### src/rtl/mux_n_pipe_if.sv
// Stream bundle for mux_n_pipe: upstream select/data handshake and registered downstream output.
// oSelErr exists only when MUX_N_PIPE_SEL_ERR_EN is defined.
interface mux_n_pipe_if #(
    parameter int unsigned WIDTH = 32,
    parameter int unsigned NUM   = 3,
    parameter int unsigned SEL_W = 2
);
    logic [NUM*WIDTH-1:0] iData;
    logic [SEL_W-1:0]     iS;
    logic                 iValid;
    logic                 oReady;
    logic [WIDTH-1:0]     oData;
    logic                 oValid;
    logic                 iReady;
`ifdef MUX_N_PIPE_SEL_ERR_EN
    logic                 oSelErr;
`endif

    modport slave (
        input  iData, iS, iValid, iReady,
`ifdef MUX_N_PIPE_SEL_ERR_EN
        output oSelErr,
`endif
        output oReady, oData, oValid
    );

    modport master (
        output iData, iS, iValid, iReady,
`ifdef MUX_N_PIPE_SEL_ERR_EN
        input  oSelErr,
`endif
        input  oReady, oData, oValid
    );
endinterface

### src/rtl/mux_n_pipe.sv
// N-way W-bit selector with registered output and one-entry skid buffer (valid/ready, full throughput).
// Optional sticky out-of-range select flag oSelErr under MUX_N_PIPE_SEL_ERR_EN.
module mux_n_pipe #(
    parameter int unsigned WIDTH = 32,
    parameter int unsigned NUM   = 3,
    parameter int unsigned SEL_W = 2
) (
    input logic         clk,
    input logic         rst,
    mux_n_pipe_if.slave bus
);

    if (NUM < 2 || NUM > 16) begin : g_num_chk
        $error("mux_n_pipe: NUM=%0d outside 2..16", NUM);
    end
    if ((2 ** SEL_W) < NUM) begin : g_sel_chk
        $error("mux_n_pipe: SEL_W=%0d too narrow for NUM=%0d", SEL_W, NUM);
    end

    logic [WIDTH-1:0] w_sel_word;
    logic             w_in_xfer;
    logic             w_out_free;
    logic             w_ready;

    logic [WIDTH-1:0] r_out;
    logic             r_out_v;
    logic [WIDTH-1:0] r_skid;
    logic             r_skid_v;

    // Out-of-range selects fall through to the last input.
    always_comb begin
        w_sel_word = bus.iData[(NUM-1)*WIDTH +: WIDTH];
        for (int unsigned k = 0; k < NUM; k++) begin
            if (bus.iS == SEL_W'(k)) begin
                w_sel_word = bus.iData[k*WIDTH +: WIDTH];
            end
        end
    end

    assign w_ready    = ~r_skid_v & ~rst;
    assign w_in_xfer  = bus.iValid & w_ready;
    assign w_out_free = ~r_out_v | bus.iReady;

    always_ff @(posedge clk) begin
        if (rst) begin
            r_out    <= '0;
            r_out_v  <= 1'b0;
            r_skid   <= '0;
            r_skid_v <= 1'b0;
        end else if (w_out_free) begin
            if (r_skid_v) begin
                r_out    <= r_skid;
                r_out_v  <= 1'b1;
                r_skid_v <= 1'b0;
            end else if (w_in_xfer) begin
                r_out    <= w_sel_word;
                r_out_v  <= 1'b1;
            end else begin
                r_out_v  <= 1'b0;
            end
        end else if (w_in_xfer) begin
            r_skid   <= w_sel_word;
            r_skid_v <= 1'b1;
        end
    end

    assign bus.oReady = w_ready;
    assign bus.oData  = r_out;
    assign bus.oValid = r_out_v;

`ifdef MUX_N_PIPE_SEL_ERR_EN
    if (NUM == (2 ** SEL_W)) begin : g_selerr_tie
        assign bus.oSelErr = 1'b0;
    end else begin : g_selerr
        logic w_sel_oor;
        logic r_sel_err;

        assign w_sel_oor = (32'(bus.iS) >= NUM);

        always_ff @(posedge clk) begin
            if (rst) begin
                r_sel_err <= 1'b0;
            end else if (w_in_xfer && w_sel_oor) begin
                r_sel_err <= 1'b1;
            end
        end

        assign bus.oSelErr = r_sel_err;
    end
`endif

endmodule

### src/flat_wrapper.sv
// flat-port wrapper written by rule: the top's interface ports become plain ports
module mux_n_pipe_flat 
#(
    parameter int unsigned WIDTH = 32,
    parameter int unsigned NUM   = 3,
    parameter int unsigned SEL_W = 2
)
  (clk, rst, bus_iData, bus_iS, bus_iValid, bus_iReady, bus_oReady, bus_oData, bus_oValid);
  mux_n_pipe_if #(.WIDTH(WIDTH), .NUM(NUM), .SEL_W(SEL_W)) bus_i ();
  input logic clk;
  input logic rst;
  input wire logic [$bits(bus_i.iData)-1:0] bus_iData;
  input wire logic [$bits(bus_i.iS)-1:0] bus_iS;
  input wire logic [$bits(bus_i.iValid)-1:0] bus_iValid;
  input wire logic [$bits(bus_i.iReady)-1:0] bus_iReady;
  output wire logic [$bits(bus_i.oReady)-1:0] bus_oReady;
  output wire logic [$bits(bus_i.oData)-1:0] bus_oData;
  output wire logic [$bits(bus_i.oValid)-1:0] bus_oValid;
  assign bus_i.iData = bus_iData;
  assign bus_i.iS = bus_iS;
  assign bus_i.iValid = bus_iValid;
  assign bus_i.iReady = bus_iReady;
  assign bus_oReady = bus_i.oReady;
  assign bus_oData = bus_i.oData;
  assign bus_oValid = bus_i.oValid;
  mux_n_pipe #(.WIDTH(WIDTH), .NUM(NUM), .SEL_W(SEL_W)) u_core (.clk(clk), .rst(rst), .bus(bus_i));
endmodule
### config.mk
export PLATFORM = sky130hd
export DESIGN_NAME = mux_n_pipe_flat
export DESIGN_NICKNAME = d
export VERILOG_FILES = /design/src/rtl/mux_n_pipe_if.sv /design/src/rtl/mux_n_pipe.sv /design/src/flat_wrapper.sv
export SDC_FILE = /design/constraint.sdc
export NUM_CORES = 1
export LEC_CHECK = 0
export CORE_MARGIN = 4
export CORE_UTILIZATION = 44
export DETAILED_ROUTE_END_ITERATION = 7
export MAX_ROUTING_LAYER = met4
export PLACE_DENSITY = 0.85
export REMOVE_ABC_BUFFERS = 1
export SYNTH_ARGS = -nofsm -noshare
export SYNTH_HDL_FRONTEND = slang
export SYNTH_SLANG_ARGS = --single-unit
### constraint.sdc
create_clock -name clk -period 1.5 [get_ports clk]
set_input_delay 0.3 -clock clk [delete_from_list [all_inputs] [get_ports clk]]
set_output_delay 0.3 -clock clk [all_outputs]
set_load 0.1 [all_outputs]
==> impl_metrics.csv <==
group,metric,value,unit
run_status,status,"finished, final reports clean",
synth,syn_inst,332,
detailed_routing,drt_wl_total,11.4,mm
detailed_routing,ant_nets,0,
setup_path,crit_buf_inv,3,
cts,numCtsBuffers,9,
setup_path,path_class,"register to register",
detailed_routing,wire_per_inst,19.5,um
final_layout,syn_to_final_growth,65.7,%
min_path,min_path_cells,3,
cts,clkTransAtPathRegs,0.08,ns
final_layout,antenna_cells,0,
sta,finalHoldWorstSlack,0.439,ns
detailed_routing,drt_iter0_markers,134,
final_layout,post-route-util,76.6,%
setup_path,arrival,1.70,ns
sta,worst_pin_slew,0.304,ns
detailed_routing,drt_first_pass_iters,4,
sta,finClkSkew,0.0105,ns
floorplan,row_count,31,
sta,post-route-period-util,98.4,%
floorplan,dieWidth,96.2,um
place,dp_hpwl,7.98,mm
cts,clk_latency,0.34,ns
min_path,hold_path_class,"input pin to register",
cts,cts_tree,"done",
setup_path,rr_worst_depth,5,
floorplan,ios,136,
sta,finalWorstSetupSlack,0.0244,ns
flow_run,cap_violations,0,
cts,root_buffer,"clkbuf_8",
setup_path,start_kind,"register",
grt,grt_pass1_wl,17.7,mm
sta,tns,0,ns
final_layout,design_area,0.00567,sq mm
sta,slew_viol_final,0,
sta,rsz0062_at_grt,"no",
synth,ys_ff_latch,66,
final_layout,final_layout_size_suffix_gt1_share,26.0,%
detailed_routing,routed_via_density,5.69,
place,place_inst,562,
place,dpl_cell_area,0.00539,sq mm
grt,overflow,0,
setup_path,slowest_delay,0.36,ns
synth,avgSynthCellArea,10.3,sq um
place,io_buffers,135,
sta,fin_crit,1.48,ns
final_layout,final_cells,584,
setup_path,crit_fanout,24,
synth,ys_seq_area_share,38.6,%
setup_path,path_delay_family,"buffers and inverters",
sta,hold_viol_final,0,
power,leakagePower,2.21,nW
sta,relSlewSlack,79.2,%
sta,fmax,678,MHz
floorplan,die_area,0.00926,sq mm
sta,setup_violations,0,
floorplan,fp.dieH,96.2,um
setup_path,critPathRequiredTime,1.72,ns
detailed_routing,vias,3323,
grt,grt_start_max_net_pins,33,
setup_path,critical_path_cell_count,5,
power,power_density,902,mW/mm^2
cts,holdBufCountCts,0,
power,vdd_drop_max,0.481,mV
place,dpl_worst_slack,-0.830,ns
setup_path,crit_slowest_cell,"mux2_2",
final_layout,final_nets,582,
synth,synth_area,0.00342,sq mm
detailed_routing,drc,0,
grt,first_global_vias,3650,
cts,clk_path_buf_depth,2,
setup_path,crit_chain,"buf_6 -> inv_4 -> buf_12 -> mux2_2 -> a32o_1",
floorplan,core_area,0.00741,sq mm
floorplan,initial_core_util,46.2,%
grt,antenna_found_initial,0,
cts,htreeDepth,3,
synth,ys_types,20,
synth,ys.warnings.count,0,
cts,cts_sinks,66,
setup_path,worstSetupEndpointType,"register",
grt,grt.total_usage,25.7,%
power,p_total,5.12,mW
place,gp_congestion,0.737,
==> sequential cells by signal, indices dropped and copies added, names as in the netlist <==
name and flops:
u_core.bus.oData 32, u_core.r_skid 32, u_core.bus.oValid 1, u_core.r_skid_v 1
==> synth_stat cells <==
cell type | n | area share, %
a21oi_1 | 1 | 0.15
a31oi_1 | 1 | 0.18
a32o_1 | 64 | 19
and3_1 | 1 | 0.18
buf_2 | 17 | 2.5
buf_4 | 5 | 1.1
buf_6 | 4 | 1.3
clkbuf_1 | 4 | 0.44
dfxtp_1 | 66 | 39
inv_2 | 1 | 0.11
mux2_2 | 32 | 11
mux2i_1 | 32 | 9.4
nand2_1 | 32 | 3.5
nand2b_1 | 60 | 11
nor2_1 | 3 | 0.33
nor2b_2 | 1 | 0.26
nor3_1 | 1 | 0.15
nor3_2 | 1 | 0.29
o21ba_2 | 1 | 0.29
or2b_1 | 5 | 1.1
==> cell type report <==
type	instances	area (sq um)
clock buffers	10	138
inverters	1	6.26
clock inverters	6	41.3
multi-input cells	236	1980
repair buffers	166	2060
flip-flops and latches	66	1320
well taps	99	124
fillers	503	1740
==> power by group <==
| part | internal (mW) | switching [mW] |
|---|---|---|
| combinational | 0.825 | 0.947 |
| sequential | 1.85 | 0.0964 |
| clock | 0.645 | 0.750 |
| total | 3.32 | 1.79 |
==> layer usage <==
metal  up-vias  GRT usage, %  wire, um
li1       1545             -         -
met1      1602          26.5      4220
met2       151          46.9      6100
met3        25          4.46       811
met4         0          12.4       275
met5         -             -         0
==> timing repair <==
item	4_1_cts	5_1_grt
resized for setup	12	2
pin swaps	2	1
setup endpoints to repair	33	53
buffers inserted	4	1
gates cloned	1	0
==> worst paths after layout <==
kind | from | end | slack (ns)
worst max-delay path | u_core.r_skid_v | u_core.bus.oData[25] | 0.02
worst min-delay path | bus_iS[1] | u_core.r_skid[9] | 0.44
worst max register to register | u_core.r_skid_v | u_core.bus.oData[25] | 0.02
worst min register to register | u_core.r_skid[11] | u_core.r_skid[11] | 0.47
==> cell usage in the layout (no fill, tap or decap), drive strengths merged <==
cell type,count
buf,67
nand2b,60
nor2b,1
clkdlybuf4s15,1
a32o,64
clkbuf,10
o21ba,1
clkdlybuf4s50,98
nor2,3
inv,2
or2b,5
dfxtp,66
mux2i,32
and3,1
clkinvlp,3
nor3,3
nand2,32
mux2,32
clkinv,2
a21oi,1
a31oi,1
==> tightest hold or removal path, cell delays in order <==
cell	delay, ns
buf_2	0.18
nand2b_1	0.12
a32o_1	0.15
==> cells by family after synthesis <==
| family | after synthesis | synth area share [%] |
|---|---|---|
| DFF | 66 | 38.6 |
| and+or+nand+nor | 104 | 16.8 |
| muxes | 64 | 19.9 |
| buffers and inverters | 31 | 5.44 |
| AOI/OAI and AO/OA | 67 | 19.3 |
Note: power is estimated with default switching activity, not from simulation.
